[src/rtl/sprite_pkg.sv]
// sprite_pkg: shared constants and types for the sprite blitter slice.
//   - ROM geometry (address/data widths)
//   - sprite IDs and the base/rows/stripes descriptor table
//   - blitter FSM state encoding
package sprite_pkg;

  localparam int ROM_AW   = 10;
  localparam int ROM_DW   = 8;
  localparam int ROW_W    = 5;   // wide enough for the tallest sprite (28 rows)
  localparam int STRIPE_W = 2;

  localparam logic [1:0] ID_TREX     = 2'd0;
  localparam logic [1:0] ID_OBSTACLE = 2'd1;

  typedef struct packed {
    logic [ROM_AW-1:0]   base;
    logic [ROW_W-1:0]    rows;
    logic [STRIPE_W-1:0] stripes;
  } sprite_desc_t;

  localparam sprite_desc_t TREX_DESC     = '{base: 10'd0,  rows: 5'd25, stripes: 2'd3};
  localparam sprite_desc_t OBSTACLE_DESC = '{base: 10'd75, rows: 5'd28, stripes: 2'd2};

  typedef enum logic [1:0] {
    ST_IDLE,
    ST_FETCH,
    ST_EMIT,
    ST_DONE
  } state_t;

  function automatic logic sprite_valid(input logic [1:0] id);
    return (id == ID_TREX) || (id == ID_OBSTACLE);
  endfunction

  // Invalid IDs never reach the traversal, so they simply alias to t-rex here.
  function automatic sprite_desc_t sprite_lookup(input logic [1:0] id);
    return (id == ID_OBSTACLE) ? OBSTACLE_DESC : TREX_DESC;
  endfunction

endpackage

[src/rtl/sprite_blitter_if.sv]
// sprite_blitter_if: bundles the blitter's request handshake, texture ROM
// port and framebuffer write port.
//   slave  : the blitter (consumes requests and ROM data, drives ROM address,
//            pixel writes and status)
//   master : the surrounding system (controller, ROM, framebuffer)
interface sprite_blitter_if #(
  parameter int XW = 8
) ();
  import sprite_pkg::*;

  // request / status
  logic              start;
  logic [1:0]        sprite_id;
  logic [XW-1:0]     spr_x;
  logic [XW-1:0]     spr_y;
  logic              erase;
  logic              busy;
  logic              done;
  // texture ROM
  logic [ROM_AW-1:0] rom_addr;
  logic [ROM_DW-1:0] rom_data;
  // framebuffer write port
  logic              fb_we;
  logic [XW-1:0]     fb_x;
  logic [XW-1:0]     fb_y;
  logic              fb_pix;

  modport slave (
    input  start, sprite_id, spr_x, spr_y, erase, rom_data,
    output rom_addr, fb_we, fb_x, fb_y, fb_pix, busy, done
  );

  modport master (
    output start, sprite_id, spr_x, spr_y, erase, rom_data,
    input  rom_addr, fb_we, fb_x, fb_y, fb_pix, busy, done
  );

endinterface

[src/rtl/sprite_addr_gen.sv]
// sprite_addr_gen: row/stripe walker for one sprite bitmap.
//   clk, rst_n : clock, asynchronous active-low reset
//   load       : start a new traversal for sprite_id (row 0, stripe 0)
//   sprite_id  : sprite to walk, sampled on load
//   step       : advance to the next byte (stripe-major); held at the last byte
//   addr       : registered ROM address = base + stripe*rows + row
//   row, stripe: current position within the sprite
//   last_byte  : current byte is the final one of the sprite
module sprite_addr_gen
  import sprite_pkg::*;
(
  input  logic                clk,
  input  logic                rst_n,
  input  logic                load,
  input  logic [1:0]          sprite_id,
  input  logic                step,
  output logic [ROM_AW-1:0]   addr,
  output logic [ROW_W-1:0]    row,
  output logic [STRIPE_W-1:0] stripe,
  output logic                last_byte
);

  logic [1:0]          id_reg;
  logic [ROW_W-1:0]    row_reg, row_next;
  logic [STRIPE_W-1:0] stripe_reg, stripe_next;
  logic [ROM_AW-1:0]   addr_reg, addr_next;
  sprite_desc_t        desc;
  sprite_desc_t        load_desc;
  logic                last_row;

  assign desc      = sprite_lookup(id_reg);
  assign load_desc = sprite_lookup(sprite_id);
  assign last_row  = (row_reg == desc.rows - ROW_W'(1));
  assign last_byte = last_row && (stripe_reg == desc.stripes - STRIPE_W'(1));

  always_comb begin
    row_next    = row_reg;
    stripe_next = stripe_reg;
    addr_next   = addr_reg;
    if (load) begin
      row_next    = '0;
      stripe_next = '0;
      addr_next   = load_desc.base;
    end else if (step && !last_byte) begin
      // Holding at the last byte keeps rom_addr on the final address after DONE.
      if (last_row) begin
        row_next    = '0;
        stripe_next = stripe_reg + STRIPE_W'(1);
      end else begin
        row_next = row_reg + ROW_W'(1);
      end
      addr_next = desc.base + ROM_AW'(stripe_next) * ROM_AW'(desc.rows) + ROM_AW'(row_next);
    end
  end

  always_ff @(posedge clk or negedge rst_n) begin
    if (!rst_n) begin
      id_reg     <= '0;
      row_reg    <= '0;
      stripe_reg <= '0;
      addr_reg   <= '0;
    end else begin
      if (load) begin
        id_reg <= sprite_id;
      end
      row_reg    <= row_next;
      stripe_reg <= stripe_next;
      addr_reg   <= addr_next;
    end
  end

  assign addr   = addr_reg;
  assign row    = row_reg;
  assign stripe = stripe_reg;

endmodule

[src/rtl/sprite_blitter.sv]
// sprite_blitter: walks one sprite bitmap in the texture ROM and serialises
// each byte (bit 7 = leftmost) into single-pixel framebuffer writes.
//   clk, rst_n : clock, asynchronous active-low reset
//   bus        : sprite_blitter_if.slave
//                start/sprite_id/spr_x/spr_y/erase in, busy/done out,
//                rom_addr out / rom_data in (combinational ROM),
//                fb_we/fb_x/fb_y/fb_pix out (registered)
// Clear bits are transparent; pixels at or beyond SCR_W/SCR_H are clipped.
module sprite_blitter
  import sprite_pkg::*;
#(
  parameter int SCR_W = 128,
  parameter int SCR_H = 64,
  parameter int XW    = 8
) (
  input  logic             clk,
  input  logic             rst_n,
  sprite_blitter_if.slave  bus
);

  // Pixel coordinates carry two extra bits so off-screen positions never wrap
  // back onto the screen.
  localparam int            PW    = XW + 2;
  localparam logic [PW-1:0] X_LIM = PW'(SCR_W);
  localparam logic [PW-1:0] Y_LIM = PW'(SCR_H);

  state_t              state_reg, state_next;
  logic [XW-1:0]       x_reg, y_reg;
  logic                erase_reg;
  logic [ROM_DW-1:0]   shift_reg;
  logic [2:0]          bit_idx_reg;
  logic                accept, addr_load, addr_step, last_byte;
  logic [ROW_W-1:0]    row;
  logic [STRIPE_W-1:0] stripe;
  logic [ROM_AW-1:0]   addr;
  logic [PW-1:0]       px, py;
  logic                hit;
  logic                fb_we_reg, fb_pix_reg;
  logic [XW-1:0]       fb_x_reg, fb_y_reg;

  sprite_addr_gen u_addr_gen (
    .clk       (clk),
    .rst_n     (rst_n),
    .load      (addr_load),
    .sprite_id (bus.sprite_id),
    .step      (addr_step),
    .addr      (addr),
    .row       (row),
    .stripe    (stripe),
    .last_byte (last_byte)
  );

  assign accept = (state_reg == ST_IDLE) && bus.start;

  always_comb begin
    state_next = state_reg;
    addr_load  = 1'b0;
    addr_step  = 1'b0;
    case (state_reg)
      ST_IDLE: begin
        if (bus.start) begin
          if (sprite_valid(bus.sprite_id)) begin
            state_next = ST_FETCH;
            addr_load  = 1'b1;
          end else begin
            state_next = ST_DONE;
          end
        end
      end
      ST_FETCH: state_next = ST_EMIT;
      ST_EMIT: begin
        if (bit_idx_reg == 3'd7) begin
          addr_step  = 1'b1;
          state_next = last_byte ? ST_DONE : ST_FETCH;
        end
      end
      ST_DONE: state_next = ST_IDLE;
      default: state_next = ST_IDLE;
    endcase
  end

  // Current byte's MSB is the pixel under consideration this EMIT cycle.
  assign px  = PW'(x_reg) + PW'({stripe, 3'b000}) + PW'(bit_idx_reg);
  assign py  = PW'(y_reg) + PW'(row);
  assign hit = (state_reg == ST_EMIT) && shift_reg[ROM_DW-1] && (px < X_LIM) && (py < Y_LIM);

  always_ff @(posedge clk or negedge rst_n) begin
    if (!rst_n) begin
      state_reg   <= ST_IDLE;
      x_reg       <= '0;
      y_reg       <= '0;
      erase_reg   <= 1'b0;
      shift_reg   <= '0;
      bit_idx_reg <= '0;
      fb_we_reg   <= 1'b0;
      fb_x_reg    <= '0;
      fb_y_reg    <= '0;
      fb_pix_reg  <= 1'b0;
    end else begin
      state_reg <= state_next;
      if (accept) begin
        x_reg     <= bus.spr_x;
        y_reg     <= bus.spr_y;
        erase_reg <= bus.erase;
      end
      if (state_reg == ST_FETCH) begin
        shift_reg   <= bus.rom_data;
        bit_idx_reg <= '0;
      end else if (state_reg == ST_EMIT) begin
        shift_reg   <= {shift_reg[ROM_DW-2:0], 1'b0};
        bit_idx_reg <= bit_idx_reg + 3'd1;
      end
      fb_we_reg <= hit;
      if (hit) begin
        fb_x_reg   <= px[XW-1:0];
        fb_y_reg   <= py[XW-1:0];
        fb_pix_reg <= ~erase_reg;
      end
    end
  end

  assign bus.rom_addr = addr;
  assign bus.fb_we    = fb_we_reg;
  assign bus.fb_x     = fb_x_reg;
  assign bus.fb_y     = fb_y_reg;
  assign bus.fb_pix   = fb_pix_reg;
  assign bus.busy     = (state_reg != ST_IDLE);
  assign bus.done     = (state_reg == ST_DONE);

endmodule

[src/flat_wrapper.sv]
// flat-port wrapper written by rule: the top's interface ports become plain ports
module sprite_blitter_flat import sprite_pkg::*;
#(
  parameter int SCR_W = 128,
  parameter int SCR_H = 64,
  parameter int XW    = 8
)
  (clk, rst_n, bus_start, bus_sprite_id, bus_spr_x, bus_spr_y, bus_erase, bus_rom_data, bus_rom_addr, bus_fb_we, bus_fb_x, bus_fb_y, bus_fb_pix, bus_busy, bus_done);
  sprite_blitter_if #(.XW(XW)) bus_i ();
  input  logic clk;
  input  logic rst_n;
  input wire logic [$bits(bus_i.start)-1:0] bus_start;
  input wire logic [$bits(bus_i.sprite_id)-1:0] bus_sprite_id;
  input wire logic [$bits(bus_i.spr_x)-1:0] bus_spr_x;
  input wire logic [$bits(bus_i.spr_y)-1:0] bus_spr_y;
  input wire logic [$bits(bus_i.erase)-1:0] bus_erase;
  input wire logic [$bits(bus_i.rom_data)-1:0] bus_rom_data;
  output wire logic [$bits(bus_i.rom_addr)-1:0] bus_rom_addr;
  output wire logic [$bits(bus_i.fb_we)-1:0] bus_fb_we;
  output wire logic [$bits(bus_i.fb_x)-1:0] bus_fb_x;
  output wire logic [$bits(bus_i.fb_y)-1:0] bus_fb_y;
  output wire logic [$bits(bus_i.fb_pix)-1:0] bus_fb_pix;
  output wire logic [$bits(bus_i.busy)-1:0] bus_busy;
  output wire logic [$bits(bus_i.done)-1:0] bus_done;
  assign bus_i.start = bus_start;
  assign bus_i.sprite_id = bus_sprite_id;
  assign bus_i.spr_x = bus_spr_x;
  assign bus_i.spr_y = bus_spr_y;
  assign bus_i.erase = bus_erase;
  assign bus_i.rom_data = bus_rom_data;
  assign bus_rom_addr = bus_i.rom_addr;
  assign bus_fb_we = bus_i.fb_we;
  assign bus_fb_x = bus_i.fb_x;
  assign bus_fb_y = bus_i.fb_y;
  assign bus_fb_pix = bus_i.fb_pix;
  assign bus_busy = bus_i.busy;
  assign bus_done = bus_i.done;
  sprite_blitter #(.SCR_W(SCR_W), .SCR_H(SCR_H), .XW(XW)) u_core (.clk(clk), .rst_n(rst_n), .bus(bus_i));
endmodule
[config.mk]
export PLATFORM = sky130hd
export DESIGN_NAME = sprite_blitter_flat
export DESIGN_NICKNAME = d
export VERILOG_FILES = /design/src/rtl/sprite_pkg.sv /design/src/rtl/sprite_blitter_if.sv /design/src/rtl/sprite_addr_gen.sv /design/src/rtl/sprite_blitter.sv /design/src/flat_wrapper.sv
export SDC_FILE = /design/constraint.sdc
export NUM_CORES = 1
export LEC_CHECK = 0
export ABC_AREA = 1
export ABC_CLOCK_PERIOD_IN_PS = 4370
export CORE_ASPECT_RATIO = 1.1
export CORE_UTILIZATION = 35
export DETAILED_ROUTE_END_ITERATION = 12
export HOLD_SLACK_MARGIN = 0.05
export PLACE_DENSITY = 0.55
export RECOVER_POWER = 100
export SKIP_LAST_GASP = 1
export SLEW_MARGIN = 20
export SYNTH_ARGS = -nofsm -noshare
export SYNTH_HDL_FRONTEND = slang
export SYNTH_SLANG_ARGS = --single-unit
[constraint.sdc]
create_clock -name clk -period 4.37 [get_ports clk]
set_input_delay 0.437 -clock clk [delete_from_list [all_inputs] [get_ports clk]]
set_output_delay 0.437 -clock clk [all_outputs]
set_load 0.02 [all_outputs]
==> results.md, run 1 <==
Global routing:
- The largest net degree at the start of global routing is 43.
- The first-pass GRT wire length is 14.3 mm.
- The total routing usage reported by global routing is 0.161.
- The residual overflow from global routing is 0.
- The via count of the first global-routing pass is 3039.
- The initial antenna violation count is 0.

Yosys:
- Each instance of the synthesized netlist takes up on average 8.68 sq um.
- The number of standard cells after synthesis is between 400 and 500.
- The cell area that synthesis handed to floorplanning was 3940 sq um.
- The number of synthesized register bits is 65.
- The number of distinct standard cells referenced by the synthesized netlist is 36.
- For this run, the number of Yosys warnings is 0.
- For this run, the register share of the synthesized area comes to 0.413.

Layout:
- The number of antenna diodes is 0.
- The utilization after layout is 0.443.
- The fraction of layout cells with a size suffix above 1 is 0.0604.
- Relative to the synthesized area, the layout overhead comes to 23.1%.
- After the flow finishes, the layout carries non-filler instances totaling 660.
- The number of nets in the finished design is 581.
- After routing the design area is 4850 sq um.

Worst setup path:
- The minimum setup slack among reg-to-reg paths is between 500 and 600 ps.
- By instance count, the cell type seen most on the critical path is sky130_fd_sc_hd__inv_1.
- The startpoint type of the worst setup path is a flip-flop.
- The critical path's slowest cell is sky130_fd_sc_hd__o21ai_0.
- The type of the worst setup path is reg2reg.
- Data on the critical path is required at its endpoint by 4570 ps.
- The largest fanout on the critical path is 6.
- STA classifies the critical path endpoint as a flip-flop.
- The delay of the slowest critical-path stage is about 470 ps.
- The critical path goes through inv_1, nand2_1, nand3_1, o21ai_0, nand2_1, inv_1, o21ai_0, inv_1, nand2_1, fa_1, inv_1, fa_1, ha_1, a21oi_1, o21bai_1, a21o_1, a21oi_1, o21ai_0.
- The endpoint arrival time on the critical path is 3990 ps.

Clock tree:
- Counting every sink on the clock net gives 65.
- The number of hold buffers added after CTS was 0.
- The H-tree depth is 3.
- The number of gates given a new drive strength after cts is 0.
- Clock-pin slew was measured on the worst setup and hold paths at 50 ps.
- The number of setup buffers added after CTS is 0.
- The insertion delay of the later-clocked pin in the worst-skew pair is ~330 ps.
- Clock tree synthesis inserted a total of 9 buffers.
- TritonCTS built the clock tree.
- CTS placed an instance of sky130_fd_sc_hd__clkbuf_16 at the clock tree root.
- The worst-case clock buffer depth is 2.

Detailed routing:
- The DRC marker count from the first detailed-route iteration is roughly 110.
- After detailed routing, the average wire length per cell comes to approximately 13 um.
- The DRC violation count after routing is 0.
- Using the TritonRoute via totals, the vias-per-cell ratio works out to between 4 and 5.
- Once detail routing completed, the nets flagged for antenna violations numbered 0.
- The final routed wirelength across all metal layers is 8.46 mm.
- The pre-antenna-repair detailed-routing pass consisted of 4 iterations.
- The count of vias placed by the detailed router is 3128.

Power and ir drop:
- The leakage power total is 2.51 nW.
- For this design the ratio of total power to cell area is 590 nW/um^2.
- The worst-case IR drop observed on VDD is around 0.00026 V.

Status:
- The run finished, with violations left.
- The final reports fail on max-capacitance violations, max-slew violations.

STA:
- The time the final worst path needs with I/O delays and setup is around 3800 ps.
- The max-slew violation count was 59.
- The worst-case headroom to the max-slew limit is -0.513.
- For this run, the top clock speed supported by timing is about 260 MHz.
- Setup total negative slack on the finished layout was measured at 0 ps.
- The tightest hold path in the finished design has a slack of 458 ps.
- Setup repair after global routing left no endpoint under its margin.
- The count of endpoints failing hold in the final timing report came to 0.
- The transition time at the pin with the least slew margin is 2270 ps.
- The number of endpoints failing setup at the final stage is 0.
- The worst-case clock skew is 7.52 ps.
- The period utilization is 0.869.

Die:
- The initial standard-cell utilization of the core is 0.360.
- The I/O pin count is 60.
- In this run the horizontal extent of the chip is 103 um.
- The core region is 11000 sq um.
- The site row count is 40.
- Measured along the y axis, the die boundary spans 113 um.
- The area of the die is between 10000 and 15000 sq um.

Flow run:
- The count of max-cap constraint violations is 2.

Placed design:
- The congestion estimate from routability-driven global placement came to 0.819.
- The cell area after placement is 4630 sq um.
- The placed cell count is 648.
- The HPWL after detailed placement is between 6 and 7 mm.
- The quantity of I/O buffers inserted on ports is 57.

Hold path:
- The path class of the tightest hold or removal check is reg2reg.
cell usage in the layout, fill, tap and decap left out:
cell type	count
sky130_fd_sc_hd__ha_1	31
sky130_fd_sc_hd__dlygate4sd3_1	28
sky130_fd_sc_hd__clkbuf_1	4
sky130_fd_sc_hd__nor2_4	1
sky130_fd_sc_hd__nor3_1	1
sky130_fd_sc_hd__nand3_1	25
sky130_fd_sc_hd__nand3_2	1
sky130_fd_sc_hd__xor2_4	1
sky130_fd_sc_hd__dfrtp_1	65
sky130_fd_sc_hd__mux2_2	11
sky130_fd_sc_hd__fa_1	8
sky130_fd_sc_hd__a31oi_1	3
sky130_fd_sc_hd__nand2_2	2
sky130_fd_sc_hd__nand3_4	1
sky130_fd_sc_hd__nand2_1	102
sky130_fd_sc_hd__conb_1	2
sky130_fd_sc_hd__nor3b_1	1
sky130_fd_sc_hd__nand2_4	1
sky130_fd_sc_hd__nor2_1	32
sky130_fd_sc_hd__o21ai_1	1
sky130_fd_sc_hd__clkbuf_16	9
sky130_fd_sc_hd__o21ai_0	34
sky130_fd_sc_hd__xor2_1	11
sky130_fd_sc_hd__o21bai_1	1
sky130_fd_sc_hd__a21oi_4	1
sky130_fd_sc_hd__a21o_1	2
sky130_fd_sc_hd__clkinv_2	2
sky130_fd_sc_hd__clkinv_1	2
sky130_fd_sc_hd__xnor2_1	4
sky130_fd_sc_hd__o22ai_1	5
sky130_fd_sc_hd__nand4_1	20
sky130_fd_sc_hd__clkdlybuf4s50_1	28
sky130_fd_sc_hd__a21oi_1	15
sky130_fd_sc_hd__inv_2	1
sky130_fd_sc_hd__inv_1	57
cell families after synthesis:
logic type               share of synthesized area
buffers and inverters                       0.0778
AND/OR/NAND/NOR                              0.211
XOR/XNOR                                    0.0403
other                                     0.000951
AO/OA/AOI/OAI                               0.0870
flip-flops                                   0.413
adder cells (fa/ha/maj)                      0.139
multiplexers                                0.0314
routing by layer:
metal | GRT usage | wire length [um] | up-vias | share of wire
li1 | - | - | 1595 | -
met2 | 0.264 | 3970 | 65 | 0.47
met1 | 0.205 | 4040 | 1457 | 0.48
met4 | 0.0563 | 129 | 0 | 0.015
met5 | 0 | 0 | - | 0
met3 | 0.0377 | 320 | 11 | 0.038
worst paths after layout:
| path | from | to | depth (start not counted) |
|---|---|---|---|
| max | u_core.u_addr_gen.id_reg[1] | u_core.u_addr_gen.addr[7] | 18 |
| min in group asynchronous | rst_n | u_core.y_reg[4] | 1 |
| max reg2reg | u_core.u_addr_gen.id_reg[1] | u_core.u_addr_gen.addr[7] | 18 |
| max in group asynchronous | rst_n | u_core.x_reg[4] | 2 |
| min reg2reg | u_core.bus.fb_y[7] | u_core.bus.fb_y[7] | 2 |
| min | u_core.bus.fb_y[7] | u_core.bus.fb_y[7] | 2 |
final cells by class:
cell class                 count  area [sq um]
timing repair buffer          59           572
clock buffer                  10           229
sequential                    65          1630
multi-input combinational    317          2010
tap                          147           184
fill                        1093          6110
clock inverter                 2          10.0
inverter                      60           225
stage by stage:
stage	total power, mW	setup WS, ps
2_1_floorplan	1.91	1000
3_3_place_gp	2.28	733
3_5_place_dp	2.31	583
4_1_cts	2.94	544
5_1_grt	3.14	167
6_report	2.86	573
power by group:
part | internal, mW | switching (mW)
combinational | 0.515 | 0.771
sequential | 0.819 | 0.147
clock | 0.368 | 0.245
worst max-delay path: cells and delay by family (launching register included):
family / cells / cell delay [ps]
AO/OA/AOI/OAI: 7 / 1240
adder cells (fa/ha/maj): 3 / 1250
buffers and inverters: 4 / 380
flip-flops: 1 / 360
AND/OR/NAND/NOR: 4 / 440
synth_stat cells, drive strengths merged:
cell	number	area [sq um]
nand2	105	409
dfrtp	65	1630
inv	58	218
o21ai	35	179
nor2	33	131
ha	31	388
nand3	27	153
nand4	20	125
a21oi	16	91.3
xor2	12	124
mux2	11	124
buf	9	66.3
fa	8	160
o22ai	5	31.3
clkbuf	4	15.0
xnor2	4	35.0
a31oi	3	18.8
a21o	2	15.0
clkinv	2	7.51
conb	1	3.75
nor3	1	5.00
nor3b	1	7.51
o21bai	1	7.51
Power figures use the tool's default switching activity.
==> run 2, diff against run 1 <==
--- a/config.mk
+++ b/config.mk
@@ -7,6 +7,7 @@
 export LEC_CHECK = 0
 export ABC_AREA = 1
 export ABC_CLOCK_PERIOD_IN_PS = 4370
+export CAP_MARGIN = 15
 export CORE_ASPECT_RATIO = 1.1
 export CORE_UTILIZATION = 35
 export DETAILED_ROUTE_END_ITERATION = 12
==> results of run 2 <==
No change in the layout: final DEF, timing and power equal those of run 1.
